`src/rtl/mips_fetch_queue_pkg.sv`:
```
// Shared constants and types for the MIPS instruction-fetch queue.
// Holds the instruction width, the default reset PC and the queue entry layout.
package mips_fetch_queue_pkg;

    localparam int          INSTR_W          = 32;
    localparam logic [31:0] DEFAULT_RESET_PC = 32'h0000_0000;

    typedef struct packed {
        logic [31:0]        pc;
        logic [INSTR_W-1:0] instr;
    } fqEntry_t;

    // Fetch addresses are always word aligned; low bits of a target are dropped.
    function automatic logic [31:0] wordAlign(input logic [31:0] addr);
        return addr & 32'hFFFF_FFFC;
    endfunction

endpackage

```
`src/rtl/mips_fetch_queue_if.sv`:
```
// Fetch-unit bus: instruction-memory request/response, decode handshake and redirect.
// master = fetch unit, slave = its environment (memory, decode, branch unit).
interface mips_fetch_queue_if #(
    parameter int IM_AW = 10,
    parameter int OCC_W = 3
);
    import mips_fetch_queue_pkg::*;

    logic               im_req;
    logic [IM_AW-1:0]   im_addr;
    logic               im_ready;
    logic               im_rvalid;
    logic [INSTR_W-1:0] im_rdata;

    logic               if_valid;
    logic [INSTR_W-1:0] if_instr;
    logic [31:0]        if_pc;
    logic               if_ready;

    logic               redirect;
    logic [31:0]        redirect_pc;

    logic [OCC_W-1:0]   occupancy;
    logic               proto_err;

    modport master (
        output im_req, im_addr, if_valid, if_instr, if_pc, occupancy, proto_err,
        input  im_ready, im_rvalid, im_rdata, if_ready, redirect, redirect_pc
    );

    modport slave (
        input  im_req, im_addr, if_valid, if_instr, if_pc, occupancy, proto_err,
        output im_ready, im_rvalid, im_rdata, if_ready, redirect, redirect_pc
    );

endinterface

```
`src/rtl/mips_fetch_queue_mem.sv`:
```
// Fetch-queue storage: pc written at allocate, instruction written at fill,
// head entry read combinationally. Filled bits live in the parent.
module fetch_queue_mem
    import mips_fetch_queue_pkg::*;
#(
    parameter int DEPTH = 4,
    parameter int PTR_W = 2
) (
    input  logic               clk,
    input  logic               wrAEn,
    input  logic [PTR_W-1:0]   wrAIdx,
    input  logic [31:0]        wrAPc,
    input  logic               wrBEn,
    input  logic [PTR_W-1:0]   wrBIdx,
    input  logic [INSTR_W-1:0] wrBInstr,
    input  logic [PTR_W-1:0]   rdIdx,
    output fqEntry_t           rdEntry
);

    logic [31:0]        pcArr    [DEPTH];
    logic [INSTR_W-1:0] instrArr [DEPTH];

    always_ff @(posedge clk) begin
        if (wrAEn) pcArr[wrAIdx] <= wrAPc;
        if (wrBEn) instrArr[wrBIdx] <= wrBInstr;
    end

    assign rdEntry = {pcArr[rdIdx], instrArr[rdIdx]};

endmodule

```
`src/rtl/mips_fetch_queue.sv`:
```
// Instruction-fetch unit: owns the PC, keeps up to DEPTH requests in flight to a
// variable-latency memory and hands instructions to decode in order.
module mips_fetch_queue
    import mips_fetch_queue_pkg::*;
#(
    parameter int          DEPTH    = 4,
    parameter int          IM_AW    = 10,
    parameter logic [31:0] RESET_PC = DEFAULT_RESET_PC
) (
    input  logic CLK,
    input  logic RST,
    mips_fetch_queue_if.master bus
);

    localparam int             PTR_W   = (DEPTH > 1) ? $clog2(DEPTH) : 1;
    localparam int             CNT_W   = PTR_W + 1;
    localparam logic [CNT_W:0] DEPTH_C = (CNT_W+1)'(DEPTH);

    typedef logic [PTR_W-1:0] ptr_t;
    typedef logic [CNT_W-1:0] cnt_t;

    logic [31:0]      fetchPc;
    ptr_t             headPtr, tailPtr, fillPtr;
    cnt_t             allocCnt, pendCnt, dropCnt;
    logic [DEPTH-1:0] filled, filledNext;
    logic             protoErr;
    fqEntry_t         headEntry;

    logic [CNT_W:0]   credUsed, flushOwed;
    cnt_t             flushDrop;
    logic             issue, accept, consume, headVld;
    logic             rspDrop, rspFill, rspOrphan;

    // Credits count both live entries and stale responses still owed to us.
    assign credUsed  = {1'b0, allocCnt} + {1'b0, dropCnt};
    assign issue     = !bus.redirect && (credUsed < DEPTH_C);
    assign accept    = issue && bus.im_ready;
    assign headVld   = filled[headPtr];
    assign consume   = headVld && !bus.redirect && bus.if_ready;

    assign rspDrop   = bus.im_rvalid && (dropCnt != '0);
    assign rspFill   = bus.im_rvalid && (dropCnt == '0) && (pendCnt != '0);
    assign rspOrphan = bus.im_rvalid && (dropCnt == '0) && (pendCnt == '0);

    // Everything unanswered at flush time becomes stale, less whatever lands now.
    assign flushOwed = {1'b0, dropCnt} + {1'b0, pendCnt};
    always_comb begin
        flushDrop = '0;
        if (flushOwed != '0)
            flushDrop = cnt_t'(flushOwed - (CNT_W+1)'(bus.im_rvalid));
    end

    always_comb begin
        filledNext = filled;
        if (rspFill) filledNext[fillPtr] = 1'b1;
        if (consume) filledNext[headPtr] = 1'b0;
    end

    always_ff @(posedge CLK or negedge RST) begin
        if (!RST) begin
            fetchPc  <= RESET_PC;
            headPtr  <= '0;
            tailPtr  <= '0;
            fillPtr  <= '0;
            allocCnt <= '0;
            pendCnt  <= '0;
            dropCnt  <= '0;
            filled   <= '0;
            protoErr <= 1'b0;
        end else begin
            if (rspOrphan) protoErr <= 1'b1;
            if (bus.redirect) begin
                fetchPc  <= wordAlign(bus.redirect_pc);
                headPtr  <= '0;
                tailPtr  <= '0;
                fillPtr  <= '0;
                allocCnt <= '0;
                pendCnt  <= '0;
                filled   <= '0;
                dropCnt  <= flushDrop;
            end else begin
                if (accept) begin
                    fetchPc <= fetchPc + 32'd4;
                    tailPtr <= tailPtr + ptr_t'(1);
                end
                if (rspFill) fillPtr <= fillPtr + ptr_t'(1);
                if (consume) headPtr <= headPtr + ptr_t'(1);
                allocCnt <= allocCnt + cnt_t'(accept) - cnt_t'(consume);
                pendCnt  <= pendCnt + cnt_t'(accept) - cnt_t'(rspFill);
                dropCnt  <= dropCnt - cnt_t'(rspDrop);
                filled   <= filledNext;
            end
        end
    end

    fetch_queue_mem #(
        .DEPTH (DEPTH),
        .PTR_W (PTR_W)
    ) u_mem (
        .clk      (CLK),
        .wrAEn    (accept),
        .wrAIdx   (tailPtr),
        .wrAPc    (fetchPc),
        .wrBEn    (rspFill && !bus.redirect),
        .wrBIdx   (fillPtr),
        .wrBInstr (bus.im_rdata),
        .rdIdx    (headPtr),
        .rdEntry  (headEntry)
    );

    assign bus.im_req    = issue;
    assign bus.im_addr   = fetchPc[IM_AW+1:2];
    assign bus.if_valid  = headVld && !bus.redirect;
    assign bus.if_instr  = headEntry.instr;
    assign bus.if_pc     = headEntry.pc;
    assign bus.occupancy = allocCnt;
    assign bus.proto_err = protoErr;

endmodule

```
`src/flat_wrapper.sv`:
```
// flat-port wrapper written by rule: the top's interface ports become plain ports
module mips_fetch_queue_flat import mips_fetch_queue_pkg::*;
#(
    parameter int          DEPTH    = 4,
    parameter int          IM_AW    = 10,
    parameter logic [31:0] RESET_PC = DEFAULT_RESET_PC
)
  (CLK, RST, bus_im_req, bus_im_addr, bus_if_valid, bus_if_instr, bus_if_pc, bus_occupancy, bus_proto_err, bus_im_ready, bus_im_rvalid, bus_im_rdata, bus_if_ready, bus_redirect, bus_redirect_pc);
  mips_fetch_queue_if #(.IM_AW(IM_AW), .OCC_W(3)) bus_i ();
  input  logic CLK;
  input  logic RST;
  output wire logic [$bits(bus_i.im_req)-1:0] bus_im_req;
  output wire logic [$bits(bus_i.im_addr)-1:0] bus_im_addr;
  output wire logic [$bits(bus_i.if_valid)-1:0] bus_if_valid;
  output wire logic [$bits(bus_i.if_instr)-1:0] bus_if_instr;
  output wire logic [$bits(bus_i.if_pc)-1:0] bus_if_pc;
  output wire logic [$bits(bus_i.occupancy)-1:0] bus_occupancy;
  output wire logic [$bits(bus_i.proto_err)-1:0] bus_proto_err;
  input wire logic [$bits(bus_i.im_ready)-1:0] bus_im_ready;
  input wire logic [$bits(bus_i.im_rvalid)-1:0] bus_im_rvalid;
  input wire logic [$bits(bus_i.im_rdata)-1:0] bus_im_rdata;
  input wire logic [$bits(bus_i.if_ready)-1:0] bus_if_ready;
  input wire logic [$bits(bus_i.redirect)-1:0] bus_redirect;
  input wire logic [$bits(bus_i.redirect_pc)-1:0] bus_redirect_pc;
  assign bus_im_req = bus_i.im_req;
  assign bus_im_addr = bus_i.im_addr;
  assign bus_if_valid = bus_i.if_valid;
  assign bus_if_instr = bus_i.if_instr;
  assign bus_if_pc = bus_i.if_pc;
  assign bus_occupancy = bus_i.occupancy;
  assign bus_proto_err = bus_i.proto_err;
  assign bus_i.im_ready = bus_im_ready;
  assign bus_i.im_rvalid = bus_im_rvalid;
  assign bus_i.im_rdata = bus_im_rdata;
  assign bus_i.if_ready = bus_if_ready;
  assign bus_i.redirect = bus_redirect;
  assign bus_i.redirect_pc = bus_redirect_pc;
  mips_fetch_queue #(.DEPTH(DEPTH), .IM_AW(IM_AW), .RESET_PC(RESET_PC)) u_core (.CLK(CLK), .RST(RST), .bus(bus_i));
endmodule
```
`config.mk`:
```
export PLATFORM = sky130hd
export DESIGN_NAME = mips_fetch_queue_flat
export DESIGN_NICKNAME = d
export VERILOG_FILES = /design/src/rtl/mips_fetch_queue_pkg.sv /design/src/rtl/mips_fetch_queue_if.sv /design/src/rtl/mips_fetch_queue_mem.sv /design/src/rtl/mips_fetch_queue.sv /design/src/flat_wrapper.sv
export SDC_FILE = /design/constraint.sdc
export NUM_CORES = 1
export LEC_CHECK = 0
export CAP_MARGIN = 10
export CORE_ASPECT_RATIO = 0.5
export CORE_MARGIN = 1.5
export CORE_UTILIZATION = 60
export DETAILED_ROUTE_END_ITERATION = 7
export GPL_ROUTABILITY_DRIVEN = 1
export PLACE_DENSITY = 0.85
export SLEW_MARGIN = 20
export SYNTH_ARGS = -nofsm -noshare
export SYNTH_HDL_FRONTEND = slang
export SYNTH_SLANG_ARGS = --single-unit
```
`constraint.sdc`:
```
create_clock -name CLK -period 7.6 [get_ports CLK]
set_clock_uncertainty 0.1 [all_clocks]
set_input_delay 1.52 -clock CLK [delete_from_list [all_inputs] [get_ports CLK]]
set_output_delay 1.52 -clock CLK [all_outputs]
set_load 0.01 [all_outputs]
```
Word-level counts from Yosys, hierarchy flattened. Memories as Yosys holds them, arrays and structs flattened. Cells that the tools add are included.

Input bits: 70. Flip-flop bits (word level): 52. RAM bits: 256. Output and inout bits: 80. Memories: 2. Word-level logic and storage cells: 76.

Bitwise operators: 3. Order comparisons: 5. $add $sub $neg: 12. Mux-type cells: 25. Reductions and logical operators: 20.

Memories: u_core.u_mem.instrArr (words 4, width 32, rd ports 1, clocked after memory_dff 0, write ports 1, RTL line mips_fetch_queue_mem.sv:21) `logic [INSTR_W-1:0] instrArr [DEPTH];`; u_core.u_mem.pcArr (words 4, width 32, rd ports 1, clocked after memory_dff 0, write ports 1, RTL line mips_fetch_queue_mem.sv:20) `logic [31:0] pcArr [DEPTH];`.

Operator list (number): $mux 32 (2); $add 32x3->32 const B (1); $mux 2 (6); $mux 3 (4); $mux 4 (3); $sub 3x1->3 (4); $logic_and 1x1->1 (11); $add 3x3->4 (2); $mux 1 (7); $add 2x1->2 const B (3); $add 3x1->3 (2); $logic_not 3->1 (2); $lt 2x3->1 const B (2); $reduce_bool 2->1 (3); $reduce_bool 3->1 (2); $and 4x4->4 (1); $demux 1 s2 (2); $ge 2x1->1 const B (2); $lt 4x3->1 const B (1); $not 4->4 (1); $or 4x4->4 (1); $reduce_bool 4->1 (1); $bmux 1 s2 (1); $logic_not 1->1 (1).

Longest topological paths before layout.
Depth in word-level cells: 9. Mapped depth: 11. Mapped depth without buffers: 9.

By module. A second synthesis with hierarchy kept.

Cell total of the unflattened synthesis: 673. Area, all modules: 12589.6 um^2.

By module, submodules not included: fetch_queue_mem (times used 1, cells each 342, area an instance 9372.7 um^2); mips_fetch_queue (times used 1, cells each 331, area an instance 3216.8 um^2).

Worst setup path before layout. OpenSTA, ideal clock, no wires.

Kind: in2out. Start point: input port bus_redirect. End point: output port bus_im_req. Cell stages on the path: 3. Setup slack: 3.869 ns. Path buffers: 1. Arrival time: 2.111 ns. Cell sequence: clkinv_1 -> clkbuf_1 -> and3_1.

Cells in the longest elaborated chain, start to end: 2.

RTL lines: from (decl) (RTL line flat_wrapper.sv:23) `input wire logic [$bits(bus_i.redirect)-1:0] bus_redirect;`; $logic_not 1->1 (RTL line mips_fetch_queue.sv:36) `assign issue = !bus.redirect && (credUsed < DEPTH_C);`; $logic_and 1x1->1 (RTL line mips_fetch_queue.sv:36); to (decl) (RTL line flat_wrapper.sv:12) `output wire logic [$bits(bus_i.im_req)-1:0] bus_im_req;`.

No other way between the ends.

Worst setup path in the final report.
Start point: input port bus_redirect. End point: output port bus_if_valid.

Cells in the longest elaborated chain, start to end: 2.

RTL lines: $logic_not 1->1 (RTL line mips_fetch_queue.sv:113) `assign bus.if_valid = headVld && !bus.redirect;`; $logic_and 1x1->1 (RTL line mips_fetch_queue.sv:113); to (decl) (RTL line flat_wrapper.sv:14) `output wire logic [$bits(bus_i.if_valid)-1:0] bus_if_valid;`.

No other way between the ends.

==> impl_metrics.py <==
metrics = {
    "run_status": {
        "outcome": "complete, no violations",
    },
    "power_and_ir_drop": {
        "p_comb_share_pct": 16.6,
        "finalPower_mw": 4.07,
        "peakVddDrop_uv": 135,
        "powerDensity_mw_per_mm2": 277,
        "power_leakage_nw": 4.93,
        "p_sw_mw": 1.00,
        "power_frac_seq_pct": 49.3,
        "swShare_pct": 24.6,
        "clkPwrFrac_pct": 34.1,
        "p_int_mw": 3.07,
    },
    "critical_path": {
        "crit_path_max_fanout": 48,
        "reg2reg_depth": 6,
        "worstSetupStartpoint": "bus_redirect",
        "start_kind": "input pin",
        "required_ns": 5.98,
        "crit_path_end_kind": "primary output",
        "r2r-start": "u_core.bus.occupancy[2]$_DFF_PN0_",
        "critPathKind": "in2out",
        "cp.arrival_ns": 3.58,
    },
    "routing": {
        "remaining_drc_errors": 0,
        "ant_nets": 0,
        "dr.pass1.iters": 5,
        "viasPerCell": 6.14,
        "wire_per_inst_um": 23.3,
        "wirelength_mm": 25.7,
        "vias": 6772,
        "drt_iter0_markers": 584,
    },
    "cells_and_area": {
        "fin_nets": 915,
        "final_area_mm2": 0.0147,
        "layout-drive-gt1-share_pct": 14.7,
        "fillCellCount": 1120,
        "final_cell_mix": "248 x edfxtp_1, 144 x clkdlybuf4s50_1, 63 x mux4_2",
        "layout_commonest_cell": "edfxtp_1",
        "syn_to_final_growth_pct": 20.7,
    },
    "clock_network": {
        "clockBufferDepth": 3,
        "clk_latency_ns": 0.53,
        "cts.sinks": 298,
        "cts_tree": "done",
        "clk_pin_slew_ns": 0.07,
        "cts_resized": 0,
        "cts_made_buffers": 26,
        "post-cts-setup-buffer-count": 0,
        "cts_hold_repair.buffers": 0,
        "ctsRootBufferMaster": "clkbuf_16",
        "htreeDepth": 1,
    },
    "yosys": {
        "yosysUniqueCellTypes": 44,
        "synthCells": 678,
        "netlist_area_mm2": 0.0122,
        "avgSynthCellArea_um2": 18.0,
        "ys_async_sr_fraction_pct": 16.8,
        "synthFlopType": "edfxtp_1",
        "synth_edf_count": 248,
        "yosys_warnings": 0,
        "ys_seq_area_share_pct": 71.4,
        "synth-seq-cells": 298,
    },
    "place": {
        "io_buffers": 145,
        "placed_cell_area_mm2": 0.0138,
        "routabilityCongestion": 0.785,
        "pre_cts_ws_ns": 2.45,
        "dpl.hpwl_mm": 15.5,
    },
    "grt": {
        "antenna_found_initial": 1,
        "grt_overflow": 0,
        "grt_pass1_wl_mm": 39.5,
        "first_global_vias": 6970,
        "track_usage_pct": 24.6,
        "grt_max_degree": 51,
    },
    "timing": {
        "fmaxAchievable_mhz": 192,
        "rsz0062_at_grt": "false",
        "period_share_pct": 68.4,
        "max_slew.worst_pin.slew_ns": 1.07,
        "setup_tns_ns": 0,
        "slew_headroom_pct": 28.9,
        "postLayoutSetupSlackWorst_ns": 2.40,
        "hold_violations": 0,
        "final.min_clock_period_ns": 5.20,
        "finalSetupViolations": 0,
        "report.final.slew_viol_count": 0,
    },
    "floorplan": {
        "fp-row-count": 36,
        "die_y_um": 104,
        "core-area_mm2": 0.0197,
        "io_pins": 150,
        "die_x_um": 205,
        "dieArea_mm2": 0.0212,
        "start_util_pct": 61.9,
    },
    "flow_run": {
        "drv_cap": 0,
    },
    "min_path": {
        "worstHoldStart": "u_core.bus.proto_err$_DFFE_PN0P_",
        "hold_depth": 1,
        "min_path_type": "reg2reg",
    },
}
per-stage QoR:
| step | hold WS (ns) | instances | utilization, % |
|---|---|---|---|
| 6_report | 0.385 | 1103 | 74.7 |
| 5_1_grt | 0.412 | 1103 | 74.7 |
| 4_1_cts | 0.388 | 1102 | 74.7 |
| 3_5_place_dp | 0.368 | 1054 | 70.2 |
| 3_3_place_gp | 0.373 | 1054 | 70.2 |
| 2_1_floorplan | 0.397 | 679 | - |
power by group through the flow:
stage | sequential (mW) | combinational, mW | clock [mW]
floorplan | 2.00 | 0.406 | 0
global placement | 2.03 | 0.641 | 0
detailed placement | 2.04 | 0.667 | 0
CTS | 2.01 | 0.678 | 1.40
global route | 2.02 | 0.732 | 1.46
finish | 2.01 | 0.675 | 1.39
synth_stat cells, drive strengths merged, types with 4 or more instances:
master | n | area, um^2
nor2b | 5 | 31.3
or4 | 10 | 75.1
nor3 | 4 | 25.0
o21ai | 21 | 105
inv | 21 | 78.8
or3 | 9 | 56.3
nand4 | 10 | 83.8
nand2 | 19 | 71.3
ha | 26 | 325
mux4 | 63 | 1420
and4 | 5 | 43.8
o31ai | 10 | 75.1
dfrtp | 50 | 1250
buf | 28 | 175
clkbuf | 17 | 63.8
xnor2 | 8 | 70.1
and3 | 11 | 68.8
a21oi | 5 | 25.0
nand3 | 16 | 80.1
a31oi | 18 | 113
xor2 | 9 | 78.8
edfxtp | 248 | 7450
a211oi | 5 | 37.5
and2 | 8 | 50.1
nor2 | 30 | 113
final timing paths:
kind | to | slack, ns
setup / recovery | bus_if_valid | 2.40
hold / removal | u_core.bus.proto_err$_DFFE_PN0P_ | 0.39
setup reg to reg | u_core.u_mem.pcArr[0][27]$_DFFE_PP_ | 4.08
hold reg to reg | u_core.bus.proto_err$_DFFE_PN0P_ | 0.39
max in group asynchronous | u_core.headPtr[0]$_DFFE_PN0P_ | 5.84
min in group asynchronous | u_core.dropCnt[2]$_DFF_PN0_ | 1.03
registers in the layout (all words and copies together) (netlist names):
signal,count
u_core.bus.occupancy,3
u_core.bus.proto_err,1
u_core.dropCnt,3
u_core.fetchPc,30
u_core.fillPtr,2
u_core.filled,4
u_core.headPtr,2
u_core.pendCnt,3
u_core.tailPtr,2
u_core.u_mem.instrArr,128
u_core.u_mem.pcArr,120
critical path, stage by stage:
cell,delay (ns)
clkdlybuf4s50_1,0.46
buf_4,0.42
clkinv_1,0.12
buf_4,0.29
and2_1,0.22
clkdlybuf4s50_1,0.51
cell families (layout without fill, tap and decap cells):
kind of cell    count (synthesis)  in the layout  synth area share [%]
flops                         298            298                  71.4
simple gates                  132            132                  6.23
compound gates                 68             68                  3.46
buf+inv                        67            224                  2.64
mux                            66             66                  11.9
fa+ha+maj                      29             29                  3.16
xor+xnor                       17             17                  1.22
other cells                     1              3                0.0308
cell type report:
class / instances / area (um^2) / share of cell area (%)
well taps: 266 / 333 / 2.26
clock buffers: 31 / 691 / 4.69
repair buffers: 154 / 1510 / 10.3
multi-input cells: 314 / 3180 / 21.6
inverters: 22 / 82.6 / 0.561
clock inverters: 17 / 209 / 1.42
diodes: 1 / 2.50 / 0.0170
flip-flops and latches: 298 / 8700 / 59.2
metal layers:
metal  track usage [%]  share of wire, %  routed length, um  vias to the layer above
met5                 0                 0                  0                        -
met4              7.20               2.1                541                        0
met3              3.27               6.6               1690                       48
met2              40.0                50              12900                      303
met1              35.5                41              10500                     3468
li1                  -                 -                  -                     2953
No activity file was read; power rests on OpenSTA's default activity.
